### config.mk
export PLATFORM = sky130hd
export DESIGN_NAME = dot_product_feeder
export DESIGN_NICKNAME = d
export VERILOG_FILES = /design/src/rtl/dot_product_feeder.sv
export SDC_FILE = /design/constraint.sdc
export NUM_CORES = 1
export LEC_CHECK = 0
export BUFFER_PORTS_ARGS = -buffer_cell sky130_fd_sc_hd__buf_2
export CAP_MARGIN = 30
export CORE_MARGIN = 5
export CORE_UTILIZATION = 57
export CTS_CLUSTER_SIZE = 8
export DETAILED_ROUTE_END_ITERATION = 10
export PLACE_DENSITY = 0.76
export REMOVE_ABC_BUFFERS = 1
export SLEW_MARGIN = 20
export SYNTH_ARGS = -nofsm -noshare
export SYNTH_HDL_FRONTEND = slang
export SYNTH_SLANG_ARGS = --single-unit
### constraint.sdc
create_clock -name clk -period 4.15 [get_ports clk]
set_clock_uncertainty 0.2 [all_clocks]
set_input_delay 0.83 -clock clk [delete_from_list [all_inputs] [get_ports clk]]
set_output_delay 0.83 -clock clk [all_outputs]
set_load 0.005 [all_outputs]
### src/rtl/dot_product_feeder.sv
// Operand-pair FIFO feeding a four-element dot-product engine one operation at a time,
// capturing each engine result (or a timeout marker) and holding it for downstream.
module dot_product_feeder #(
    parameter int DATA_WIDTH     = 32,
    parameter int RESULT_WIDTH   = 16,
    parameter int FIFO_DEPTH     = 4,
    parameter int TIMEOUT_CYCLES = 15
) (
    input  logic                    clk,
    input  logic                    rst_n,
    input  logic                    in_valid,
    output logic                    in_ready,
    input  logic [DATA_WIDTH-1:0]   in_vec_a,
    input  logic [DATA_WIDTH-1:0]   in_vec_b,
    output logic [DATA_WIDTH-1:0]   mem1_input,
    output logic [DATA_WIDTH-1:0]   mem2_input,
    output logic                    start_processing,
    input  logic [RESULT_WIDTH-1:0] dot_product_result,
    input  logic                    processing_done,
    output logic                    res_valid,
    input  logic                    res_ready,
    output logic [RESULT_WIDTH-1:0] res_data,
    output logic                    res_timeout,
    output logic                    busy
);

    localparam int PTR_W = (FIFO_DEPTH > 1) ? $clog2(FIFO_DEPTH) : 1;
    localparam int CNT_W = $clog2(FIFO_DEPTH + 1);
    localparam int TMO_W = $clog2(TIMEOUT_CYCLES + 1);
    localparam logic [CNT_W-1:0] DEPTH_C  = CNT_W'(FIFO_DEPTH);
    localparam logic [TMO_W-1:0] TMO_LAST = TMO_W'(TIMEOUT_CYCLES - 1);

    typedef enum logic [1:0] {IDLE, LAUNCH, WAIT, HOLD} state_t;

    state_t                  state_q, state_d;
    logic [2*DATA_WIDTH-1:0] fifo_mem_q [FIFO_DEPTH];
    logic [PTR_W-1:0]        wr_ptr_q, wr_ptr_d;
    logic [PTR_W-1:0]        rd_ptr_q, rd_ptr_d;
    logic [CNT_W-1:0]        count_q, count_d;
    logic [TMO_W-1:0]        tmo_cnt_q, tmo_cnt_d;
    logic [DATA_WIDTH-1:0]   mem1_q, mem1_d;
    logic [DATA_WIDTH-1:0]   mem2_q, mem2_d;
    logic                    res_valid_q, res_valid_d;
    logic [RESULT_WIDTH-1:0] res_data_q, res_data_d;
    logic                    res_timeout_q, res_timeout_d;
    logic                    push, pop;

    assign in_ready = (count_q < DEPTH_C);
    assign push     = in_valid && in_ready;
    // The head is taken on the edge leaving IDLE so operands are stable while start is high.
    assign pop      = (state_q == IDLE) && (count_q != '0);

    always_comb begin
        wr_ptr_d = wr_ptr_q;
        rd_ptr_d = rd_ptr_q;
        count_d  = count_q;
        if (push) begin
            wr_ptr_d = wr_ptr_q + PTR_W'(1);
        end
        if (pop) begin
            rd_ptr_d = rd_ptr_q + PTR_W'(1);
        end
        case ({push, pop})
            2'b10:   count_d = count_q + CNT_W'(1);
            2'b01:   count_d = count_q - CNT_W'(1);
            default: count_d = count_q;
        endcase
    end

    always_ff @(posedge clk) begin
        if (push) begin
            fifo_mem_q[wr_ptr_q] <= {in_vec_a, in_vec_b};
        end
    end

    always_comb begin
        state_d       = state_q;
        tmo_cnt_d     = tmo_cnt_q;
        mem1_d        = mem1_q;
        mem2_d        = mem2_q;
        res_valid_d   = res_valid_q;
        res_data_d    = res_data_q;
        res_timeout_d = res_timeout_q;
        case (state_q)
            IDLE: begin
                if (pop) begin
                    {mem1_d, mem2_d} = fifo_mem_q[rd_ptr_q];
                    tmo_cnt_d        = '0;
                    state_d          = LAUNCH;
                end
            end
            LAUNCH: begin
                tmo_cnt_d = '0;
                state_d   = WAIT;
            end
            WAIT: begin
                // A done arriving on the expiry cycle still wins over the timeout.
                if (processing_done) begin
                    res_data_d    = dot_product_result;
                    res_timeout_d = 1'b0;
                    res_valid_d   = 1'b1;
                    state_d       = HOLD;
                end else if (tmo_cnt_q == TMO_LAST) begin
                    res_data_d    = '0;
                    res_timeout_d = 1'b1;
                    res_valid_d   = 1'b1;
                    state_d       = HOLD;
                end else begin
                    tmo_cnt_d = tmo_cnt_q + TMO_W'(1);
                end
            end
            HOLD: begin
                if (res_ready) begin
                    res_valid_d = 1'b0;
                    state_d     = IDLE;
                end
            end
            default: state_d = IDLE;
        endcase
    end

    always_ff @(posedge clk or negedge rst_n) begin
        if (!rst_n) begin
            state_q       <= IDLE;
            wr_ptr_q      <= '0;
            rd_ptr_q      <= '0;
            count_q       <= '0;
            tmo_cnt_q     <= '0;
            mem1_q        <= '0;
            mem2_q        <= '0;
            res_valid_q   <= 1'b0;
            res_data_q    <= '0;
            res_timeout_q <= 1'b0;
        end else begin
            state_q       <= state_d;
            wr_ptr_q      <= wr_ptr_d;
            rd_ptr_q      <= rd_ptr_d;
            count_q       <= count_d;
            tmo_cnt_q     <= tmo_cnt_d;
            mem1_q        <= mem1_d;
            mem2_q        <= mem2_d;
            res_valid_q   <= res_valid_d;
            res_data_q    <= res_data_d;
            res_timeout_q <= res_timeout_d;
        end
    end

    assign mem1_input       = mem1_q;
    assign mem2_input       = mem2_q;
    assign start_processing = (state_q == LAUNCH);
    assign res_valid        = res_valid_q;
    assign res_data         = res_data_q;
    assign res_timeout      = res_timeout_q;
    assign busy             = (state_q != IDLE);

endmodule

==> results.md, run 1 <==
- The total overflow reported by the global router is 0.
- The largest area contributor in the netlist is edfxtp_1.
- Traced cell by cell, the critical path runs through inv_1 > ha_1 > inv_1 > buf_2.
- For the worst setup path, the data required time is 3.12 ns.
- The quantity of gates resized following cts is 0.
- The count of vias placed by the detailed router is between 7000 and 8000.
- The final critical delay including setup and external delays is 2.57 ns.
- On the worst path, the slowest cell contributes a delay of 0.42 ns.
- Before antenna repair, the detailed router went through 5 iterations.
- For this block, the initial DRC count from the detailed router was 576.
- The number of standard-cell rows in the floorplan is 55.
- The clock latency reported for the late side of the worst-skew pair is 0.54 ns.
- The flow ran to the end, and the final reports show no timing, DRC or antenna violations.
- The number of vias per cell is ~5.6.
- The share of async-settable or async-resettable flops after synthesis is a little over a quarter.
- STA classifies the critical path endpoint as a primary output.
- Once routing completed, OpenROAD measured the worst setup slack at about 1.6 ns.
- The most numerous cell on the critical path is inv_1.
- TritonCTS built the clock tree.
- Counting flops with a built-in enable in the synthesized netlist gives approximately 260.
- The root buffer selected by CTS is clkbuf_16.
- The count of buffers added on input and output ports is about 170.
- The largest voltage drop on the vdd net is approximately 430 uV.
- The worst register-to-register path has a depth of 3.
- Setup violations remaining at the end of the flow were counted as 0.
- The total routing usage reported by global routing is 21.3%.
- The HPWL after detailed placement is around 15 mm.
- In the final layout, the multi-input gates occupy 0.00285 mm2.
- The clock-pin slew on the worst setup and hold paths is ~0.050 ns.
- The standby leakage power is about 0.0063 uW.
- The placer's final routability congestion estimate is between 0.7 and 0.8.
- In this run the tightest slew margin relative to its limit is 34.9%.
- The worst hold path belongs to the class flip-flop to flip-flop.
- For flop-to-flop paths, the worst setup slack is roughly 1.8 ns.
- The largest fanout of any net on the critical path is 5.
- The area share of the leading cell type in the synthesized netlist is approximately 59%.
- Dividing total power by cell area gives a power density of 745 mW/mm2.
- The origin of the critical flop-to-flop path is count_q[2]$_DFFE_PN0P_.
- For this design, the sink count on the clock tree is around 350.
- The final hold violation count is 0.
- By area the synthesized netlist is led by edfxtp_1 (59%), dfrtp_1 (18%), mux4_2 (11%).
- At the worst endpoint, the arrival time is approximately 1.5 ns.
- Summed over all layers, the routed wires come to 28.0 mm.
- The maximum number of buffers from clock root to sink is 3.
- The worst setup path is of the flip-flop to primary output kind.
- The overall die width is 162 um.
- The number of different library cells in the post-synthesis netlist is 39.
- Synthesis produced a netlist whose cell count is approximately 730.
- The worst setup path is launched from a flip-flop.
- The portion of the post-synthesis area used by sequential elements is about three quarters.
- The number of pins with negative max-slew slack in the final report came to 0.
- The via count of the first global-routing pass came to between 7000 and 8000.
- The residual antenna-violating net count after detailed routing is 0.
- The worst register-to-register path ends at fifo_mem_q[3][17]$_DFFE_PP_.
- The DRC violation count after routing is 0.
- In this run, synthesis produced a sequential element count of about 350.
- The most frequently used cell type in the post-synthesis netlist is edfxtp_1.
- The post-synthesis average cell area is 17.9 um2.
- The core region is between 0.02 and 0.025 mm2.
- The global-route wire length before repair is 42.8 mm.
- The beginning of the worst hold path is mem1_input[1]$_DFFE_PN0P_.
- The maximum frequency from static timing analysis is between 300 and 400 MHz.
- For this run, the share of the core covered by cells in the final layout is between 60% and 70%.
- The number of antenna violations at the first check in global routing is 6.
- The endpoint of the worst hold-timing path is mem1_input[1]$_DFFE_PN0P_.
- The number of I/O pins is 170.
- On the final layout, the worst hold slack is 0.264 ns.
- The area growth from synthesis to layout is 20.3%.
- The die covers ~0.026 mm2.
- Setup repair after global routing left no endpoint under its margin.
- In the final layout, the share of cells above drive strength 1 is 31.6%.
- The final critical-path share of the clock period is between 60% and 70%.
- The pin count of the biggest net entering global routing is 75.
- The commonest cells after synthesis are edfxtp_1 (256), nand2_1 (199), dfrtp_1 (95).
- The largest individual stage delay along the critical path comes from the cell dfrtp_1.
- The number of clock buffers added by TritonCTS is 49.
- For this run, the leading register cell type out of synthesis is edfxtp_1.
- The initial utilization of the core area, before any placement, comes to between 50% and 60%.
- The chip height is around 160 um.
- The logic depth of the worst setup path including buffers is 4.
- The fill cell instance count of the final layout is ~1400.
- Before CTS, the worst setup slack after placement is about 1.2 ns.
- The cell depth of the worst hold path is 2.
- The net count of the finished layout is 1030.
- The cell area after technology mapping is between 0.01 and 0.015 mm2.
- The sequential cells in the finished layout cover a total of just over 0.01 mm2.
- After detailed routing, the average wire length per cell comes to ~22 um.
- In this design, the largest share of critical-path delay is due to flip-flops.
- The number of synthesis warnings is 0.
- The number of levels the H-tree was split into is 2.
- Across the run, the number of max-cap violations was 0.
- At the pin with the least slew margin, the transition time is 0.976 ns.
- Together, buffers and inverters on the worst path number 3.
[how the worst max path moves through the flow]
stage,endpoint,from
6_report,busy,state_q[0]$_DFFE_PN0P_
5_1_grt,busy,state_q[0]$_DFFE_PN0P_
4_1_cts,busy,state_q[0]$_DFFE_PN0P_
3_5_place_dp,fifo_mem_q[1][7]$_DFFE_PP_,in_valid
3_3_place_gp,fifo_mem_q[1][7]$_DFFE_PP_,in_valid
2_1_floorplan,count_q[1]$_DFFE_PN0P_,count_q[1]$_DFFE_PN0P_
[placed cells by master (no fill, tap or decap), types with 2 or more instances in the layout]
master,instances
inv_1,13
clkbuf_16,49
xnor2_1,5
buf_4,7
buf_2,168
nand3_1,3
nor2b_1,2
o21ai_0,4
nand2_1,199
dfrtp_4,2
clkinv_8,2
dfrtp_1,93
a22o_1,16
nor2_1,3
buf_16,2
clkbuf_1,39
ha_1,12
and2_4,4
buf_12,3
mux4_2,64
diode_2,3
edfxtp_1,256
[metal layers]
layer	wire length (um)	vias up	part of all wire, %	GRT usage (%)
li1	-	3152	-	-
met1	11500	3580	41	29.1
met2	13900	285	50	35.0
met3	1910	52	6.8	5.00
met4	672	6	2.4	6.54
met5	41	-	0.15	0
[worst register-to-register path: cells and delay by family (launching register included)]
family / cells / cell delay [ns]
buffers and inverters: 1 / 0.30
DFF: 1 / 0.45
and+or+nand+nor: 2 / 1.15
[registers in the layout, indices dropped and copies added, names as in the netlist]
| register | count |
|---|---|
| state_q | 2 |
| count_q | 3 |
| rd_ptr_q | 2 |
| res_data | 16 |
| wr_ptr_q | 2 |
| res_timeout | 1 |
| tmo_cnt_q | 4 |
| res_valid | 1 |
| mem1_input | 32 |
| fifo_mem_q | 256 |
| mem2_input | 32 |
[where the power goes]
group | switching, uW | internal [uW]
Combinational | 1520 | 1400
Clock | 1420 | 2220
Sequential | 575 | 4620
Total | 3520 | 8240
[logic make-up after synthesis]
kind of cell    share of synthesized area (%)
compound gates                           2.13
xor+xnor                                0.401
simple gates                             6.70
buf+inv                                  1.63
flops                                    76.8
mux                                      11.1
fa+ha+maj                                1.30
[through the flow]
step	setup TNS, ns	cell area, um2	instances	total power [uW]
3_3_place_gp	0	14300	1163	8050
3_5_place_dp	0	14300	1163	8150
2_1_floorplan	-46.04	12900	700	7040
6_report	0	15800	1260	11800
4_1_cts	0	15700	1254	11900
5_1_grt	0	15800	1260	12400
[area by class of cell]
class / instances / share of cell area, %
antenna: 3 / 0.0476
clock buffer: 88 / 8.70
clock inverter: 3 / 0.262
inverter: 14 / 0.333
multi-input combinational: 335 / 18.1
sequential: 351 / 63.9
tap: 285 / 2.26
timing repair buffer: 181 / 6.46
[timing repair]
item / 4_1_cts / 5_1_grt
hold buffers: 0 / 1
setup buffers: 0 / 0
endpoints found under the setup margin: 0 / 0
hold endpoints to repair: 0 / 16
Power figures use the tool's default switching activity.
==> run 2, diff against run 1 <==
CORE_UTILIZATION = 52   (was 57)
PLACE_DENSITY = 0.73   (was 0.76)
clock period = 2.1 ns   (was 4.15 ns; I/O delays follow)
==> run 2 against run 1 <==
Sequential share of layout area is 4.6 points lower. Routed wire length is 0.79% lower. Hold slack got worse by 0.24 ns. Cell count up 12%. Critical path depth is 1 higher. Register-to-register slack worse by 1.7 ns. Sequential power increased by 92%.
==> results.md, run 2 (synthesis gave the netlist of run 1 again) <==
- The worst stage delay on the critical path was 0.39 ns (-0.03 ns).
- The via count of the first global-routing pass is 8016 (+5.7%).
- The clock tree from TritonCTS is yes.
- The overall die width is 169 um (+4.4%).
- The final number of setup-violating endpoints was 0 (unchanged).
- The relative slew slack is 43.3% (+8.4 points).
- The largest individual stage delay along the critical path comes from the cell dfrtp_1.
- The number of vias per cell is 5.26 (-6.3%).
- The leading cell type in the layout, fill and taps excluded is edfxtp_1.
- The largest voltage drop on the vdd net is 794 uV (+83%).
- The final wirelength is 27.8 mm (-0.79%).
- STA classifies the critical path startpoint as a flip-flop.
- The total clock buffers created by CTS is 49 (unchanged).
- The number of antenna violations at the first check in global routing came to 0 (-6).
- The final hold slack came to 0.0250 ns (-0.239 ns).
- For this run, the top clock speed supported by timing is between 400 and 500 MHz.
- The residual antenna-violating net count after detailed routing is 0 (unchanged).
- The standby leakage power came to 0.00676 uW (+8.1%).
- The area used by sequential logic in the layout is 0.0101 mm2 (unchanged).
- The fill cell instance count of the final layout was 1622 (+15%).
- The pin count of the biggest net entering global routing was 66 (-12%).
- The number of nets in the layout is 1138 (+10%).
- The number of standard-cell rows in the floorplan is 58 (+5.5%).
- The number of pins with negative max-slew slack in the final report is 0 (unchanged).
- The initial core utilization is 52.4% (-5.5 points).
- The max-cap check violation count is 0 (unchanged).
- The final hold violation count came to 0 (unchanged).
- The clock-pin slew on the worst setup and hold paths was 0.05 ns (about the same).
- The startpoint identified for the worst register-to-register timing path is state_q[1]$_DFFE_PN0P_.
- The number of levels the H-tree was split into is 2 (unchanged).
- The critical path is of the flip-flop to primary output type.
- The count of vias placed by the detailed router is 7416 (+4.8%).
- The number of I/O pins is 170 (unchanged).
- Tracing the worst setup path back leads to its startpoint at state_q[1]$_DFFE_PN0P_.
- Setup repair after global routing left no endpoint under its margin.
- The critical path data required time came to 1.48 ns (-1.64 ns).
- The total routing usage reported by global routing is 20.1% (-1.2 points).
- The number of cells in the finished layout apart from fillers is 1409 (+12%).
- The DRC violation count after routing is 0 (unchanged).
- For the finished layout, the period the worst path requires is 2.03 ns.
- The min-delay analysis places its worst path in the category input pin to flip-flop.
- The placer's final routability congestion estimate was 0.740 (+0.63%).
- The sum of net half-perimeters after detailed placement was 16.2 mm (+5.1%).
- The number of flip-flops under the largest register name is 256 (unchanged).
- The final critical-path share of the clock period is 96.5%.
- The library cells used most frequently in the layout, excluding fill and tap cells, are edfxtp_1 (256), nand2_1 (199), buf_2 (168).
- The data arrival time of the critical path is 1.41 ns (-0.13 ns).
- STA classifies the critical path endpoint as a primary output.
- The number of DRC markers in iteration 0 is 538 (-6.6%).
- The layout overhead on the synthesized area is 29.6%.
- The number of search-and-repair iterations in the first detailed-routing pass is 5 (unchanged).
- The largest fanout of any net on the critical path was 3 (-2).
- The global-route wire length before repair came to 44.9 mm (+5.1%).
- The total overflow reported by the global router came to 0 (unchanged).
- The power density over the cells was 1400 mW/mm2 (+88%).
- The quantity of I/O buffers inserted on ports is 169 (unchanged).
- The final instance area was 0.0170 mm2 (+7.7%).
- The beginning of the worst hold path is res_ready.
- The number of cells after detailed placement is 1237 (+6.4%).
- The die area is 0.0285 mm2 (+9.0%).
- The final setup TNS came to 0 ns (unchanged).
- The core box area is 0.0250 mm2 (+11%).
- The diode insertion count for antenna repair is 0 (-3).
- The multi-input logic area was 0.00288 mm2 (+0.88%).
- Ranked by flip-flop count, first place goes to fifo_mem_q.
- The share of post-route cells with drive strength above 1 is 31.3% (-0.26 points).
- The root buffer selected by CTS is clkbuf_16.
- The flow ran to the end, and the final reports show no timing, DRC or antenna violations.
- The measured slew at the worst slew-check pin is 0.850 ns (-0.126 ns).
- The instance area after placement is 0.0148 mm2 (+3.3%).
- The maximum number of buffers from clock root to sink is 3 (unchanged).
- The clock latency reported for the late side of the worst-skew pair is 0.53 ns (about the same).
- The critical path goes through inv_2 > ha_4 > buf_4 > inv_1 > buf_2.
- The routed wirelength normalized by instance count came to 19.7 um (-11%).
- The chip height is 169 um (+4.4%).
- The number of sinks on the clock net is 351 (unchanged).
- The utilization after layout is 67.9% (-1.8 points).
run 2: final cells by class:
cell class | count | share of cell area (%)
sequential | 351 | 59.3
multi-input combinational | 335 | 16.9
timing repair buffer | 289 | 12.9
tap | 330 | 2.43
clock buffer | 88 | 8.08
inverter | 14 | 0.309
clock inverter | 2 | 0.103
run 2: repair_timing:
item / in CTS / in global routing
hold endpoints to repair: 367 / 0
gates cloned: 0 / 0
setup endpoints to repair: 2 / 3
resized for setup: 5 / 1
buffers inserted: 0 / 1
hold buffers: 81 / 0
pin swaps: 2 / 2
run 2: path summary, 6_finish.rpt:
path / cells after the start / endpoint / slack [ns]
worst max-delay path: 5 / busy / 0.07
worst min-delay path: 4 / res_valid$_DFFE_PN0P_ / 0.02
worst max register to register: 10 / count_q[2]$_DFFE_PN0P_ / 0.10
worst min register to register: 2 / mem1_input[26]$_DFFE_PN0P_ / 0.26
max in group asynchronous: 3 / mem1_input[26]$_DFFE_PN0P_ / 1.01
min in group asynchronous: 2 / state_q[0]$_DFFE_PN0P_ / 0.16
run 2: per-stage QoR:
| stage | power (uW) | worst slack (ns) |
|---|---|---|
| floorplan | 13800 | -3.53 |
| CTS | 24000 | 0.0355 |
| global placement | 16500 | 0.00595 |
| finish | 23800 | 0.0744 |
| detailed placement | 16700 | -0.0264 |
| global route | 25200 | 0.000277 |
run 2: metal layers:
layer  GRT usage, %  vias to the layer above  wire length, um
met5              0                        -                0
met4           4.76                        0              421
met3           4.39                       39             1940
met2           33.4                      246            13800
met1           27.6                     3754            11600
li1               -                     3377                -
run 2: where the power goes:
part           total, uW  leakage, uW  switching [uW]  internal (uW)
clock               7050     0.000659            2690           4360
combinational       6760      0.00261            3470           3300
sequential          9980      0.00350             848           9130
total              23800      0.00676            7010          16800
run 2: worst max-delay path: cells and delay by family, from the launching register on:
family                     cells  cell delay, ns
DFF                            1            0.39
buffers and inverters          4            0.36
adders and majority gates      1            0.15
==> run 3, diff against run 2 <==
CORE_ASPECT_RATIO = 1.75   (was not set)
==> run 3 against run 2 <==
Sequential share of layout area barely moved. Critical path depth stayed put. Non-clock buffer count unchanged. Routed wire length rose by 0.82%. Via count rose by 0.36%. Clock power increased by 2%. Clock-buffer cell count fell by 1.
==> results.md, run 3 (synthesis gave the netlist of run 1 again) <==
- The worst stage delay on the critical path was 0.38 ns (about the same).
- The critical path data required time is 1.48 ns (about the same).
- The initial core utilization was 52.3% (about the same).
- The tree is rooted in a clkbuf_16.
- STA classifies the critical path startpoint as a flip-flop.
- The final setup TNS is 0 ns (unchanged).
- The critical path is of the flip-flop to primary output type.
- The routed wirelength normalized by instance count came to 20.1 um (+2.0%).
- The final critical delay including setup and external delays is 2.04 ns (+0.0165 ns).
- The quantity of I/O buffers inserted on ports is 169 (unchanged).
- The number of I/O pins was 170 (unchanged).
- The number of antenna violations at the first check in global routing was 0 (unchanged).
- The top cell types in the final layout, fill and taps aside, are edfxtp_1 (256), nand2_1 (199), buf_2 (168).
- The total clock buffers created by CTS is 49 (unchanged).
- The maximum number of buffers from clock root to sink is 3 (unchanged).
- The path category of the worst min-delay check is input pin to flip-flop.
- The final critical-path share of the clock period is 97.2% (+0.78 points).
- The number of cells in the finished layout apart from fillers is 1393 (-1.1%).
- The largest fanout of any net on the critical path was 3 (unchanged).
- The run finished with clean final reports.
- The total overflow reported by the global router is 0 (unchanged).
- The global-route wire length before repair is 44.2 mm (-1.7%).
- The overall die width is 130 um (-23%).
- The chip height is 220 um (+30%).
- The number of vias per cell came to 5.34 (+1.5%).
- The final number of setup-violating endpoints is 0 (unchanged).
- The final wirelength is 28.0 mm (+0.82%).
- The utilization after layout is 67.8% (about the same).
- The number of cells after detailed placement is 1218 (-1.5%).
- The number of sinks on the clock net was 351 (unchanged).
- The number of DRC markers in iteration 0 is 408 (-24%).
- The clock tree from TritonCTS is yes.
- The final hold violation count is 0 (unchanged).
- The count of vias placed by the detailed router is 7443 (+0.36%).
- The relative slew slack is 43.1% (-0.18 points).
- The master of the slowest instance on the critical path is dfrtp_1.
- The clock-pin slew on the worst setup and hold paths was 0.05 ns (about the same).
- The number of search-and-repair iterations in the first detailed-routing pass is 7 (+2).
- The residual antenna-violating net count after detailed routing is 0 (unchanged).
- The die area is 0.0286 mm2 (+0.44%).
- The worst path buffer plus inverter count is 4 (unchanged).
- The via count of the first global-routing pass came to 8268 (+3.1%).
- The number of standard-cell rows in the floorplan is 77 (+33%).
- The layout overhead on the synthesized area is 29.6% (about the same).
- The measured slew at the worst slew-check pin is 0.853 ns (+0.00267 ns).
- The number of flip-flops under the largest register name is 256 (unchanged).
- The data arrival time of the critical path was 1.42 ns (about the same).
- The setup slack of the worst register-to-register path is 0.09 ns (about the same).
- The number of pins with negative max-slew slack in the final report is 0 (unchanged).
- The pin count of the biggest net entering global routing is 66 (unchanged).
- The sum of net half-perimeters after detailed placement was 16.7 mm (+2.9%).
- The clock latency reported for the late side of the worst-skew pair was 0.55 ns (+0.02 ns).
- The number of levels the H-tree was split into was 2 (unchanged).
- The number of nets in the layout is 1138 (unchanged).
- The diode insertion count for antenna repair is 0 (unchanged).
- The share of post-route cells with drive strength above 1 is 31.4% (+0.058 points).
- Traced cell by cell, the critical path runs through inv_2 > ha_4 > buf_6 > inv_1 > buf_2.
- The register with the highest flop count is fifo_mem_q.
- On the critical path the largest part of the delay comes from flip-flops.
- STA classifies the critical path endpoint as a primary output.
- The standby leakage power is 0.00677 uW (+0.12%).
- The post-layout worst setup margin is 0.0579 ns (-0.0165 ns).
- The largest voltage drop on the vdd net is 745 uV (-6.2%).
- Setup repair after global routing left no endpoint under its margin.
- The placer's final routability congestion estimate is 0.782 (+5.7%).
- The total power draw is 23900 uW (+0.50%).
- The total routing usage reported by global routing is 20.2% (+0.12 points).
- The max-cap check violation count is 0 (unchanged).
- The core box area is 0.0250 mm2 (about the same).
- The DRC violation count after routing came to 0 (unchanged).
- Leaving out fill and tap cells, the most frequent cell in the layout is edfxtp_1.
- The maximum frequency from static timing analysis was 490 MHz (-0.81%).
- The power density over the cells is 1410 mW/mm2 (+0.53%).
- The post-placement setup slack is -0.0429 ns (-0.0164 ns).
run 3: cell count changes in the layout (fill, tap and decap cells not counted), sizes merged:
cell,delta
dlygate4sd3,+1
clkbuf,-1
buf,-1
inv,-1
run 3: final cells by class:
type | instances | area [um2]
sequential | 351 | 10100
fill | 1655 | 8060
multi-input combinational | 335 | 2880
timing repair buffer | 289 | 2170
clock buffer | 87 | 1410
tap | 316 | 395
inverter | 14 | 52.6
clock inverter | 1 | 8.76
run 3: path summary, 6_finish.rpt:
kind / end / from / cells after the start
worst max register to register: tmo_cnt_q[2]$_DFFE_PN0P_ / tmo_cnt_q[0]$_DFFE_PN0P_ / 5
min in group asynchronous: mem2_input[17]$_DFFE_PN0P_ / rst_n / 2
max in group asynchronous: mem2_input[0]$_DFFE_PN0P_ / rst_n / 3
worst max-delay path: busy / state_q[1]$_DFFE_PN0P_ / 5
worst min-delay path: tmo_cnt_q[0]$_DFFE_PN0P_ / processing_done / 4
worst min register to register: mem2_input[29]$_DFFE_PN0P_ / mem2_input[29]$_DFFE_PN0P_ / 2
run 3: power breakdown:
| group | internal [uW] | switching (uW) |
|---|---|---|
| clock network | 4480 | 2690 |
| registers | 9130 | 793 |
| logic | 3290 | 3530 |
| total | 16900 | 7010 |
run 3: worst reg2reg max path, cell delays in order, from the launching register on:
cell and delay, ns:
dfrtp_1 0.37, inv_1 0.08, ha_1 0.25, a31o_1 0.26
or4b_1 0.51, o311ai_1 0.25
run 3: routing by layer:
layer  GRT usage, %  wire [um]  up-vias
li1               -          -     3370
met5              0          0        -
met4           8.11        849        0
met3           3.40       1240       50
met1           23.1      10200     3801
met2           37.1      15700      222
run 3: through the flow:
| step | area, um2 | hold WS, ns |
|---|---|---|
| CTS | 16900 | 0.129 |
| global route | 17000 | 0.168 |
| global placement | 14700 | 0.203 |
| finish | 17000 | 0.151 |
| floorplan | 12900 | -0.0756 |
| detailed placement | 14700 | 0.196 |
run 3: timing repair:
action	CTS	global route
setup endpoints to repair	2	3
gates resized for setup	3	4
hold buffers	82	0
hold endpoints to repair	297	0
pin swaps	0	3
setup buffers	0	5
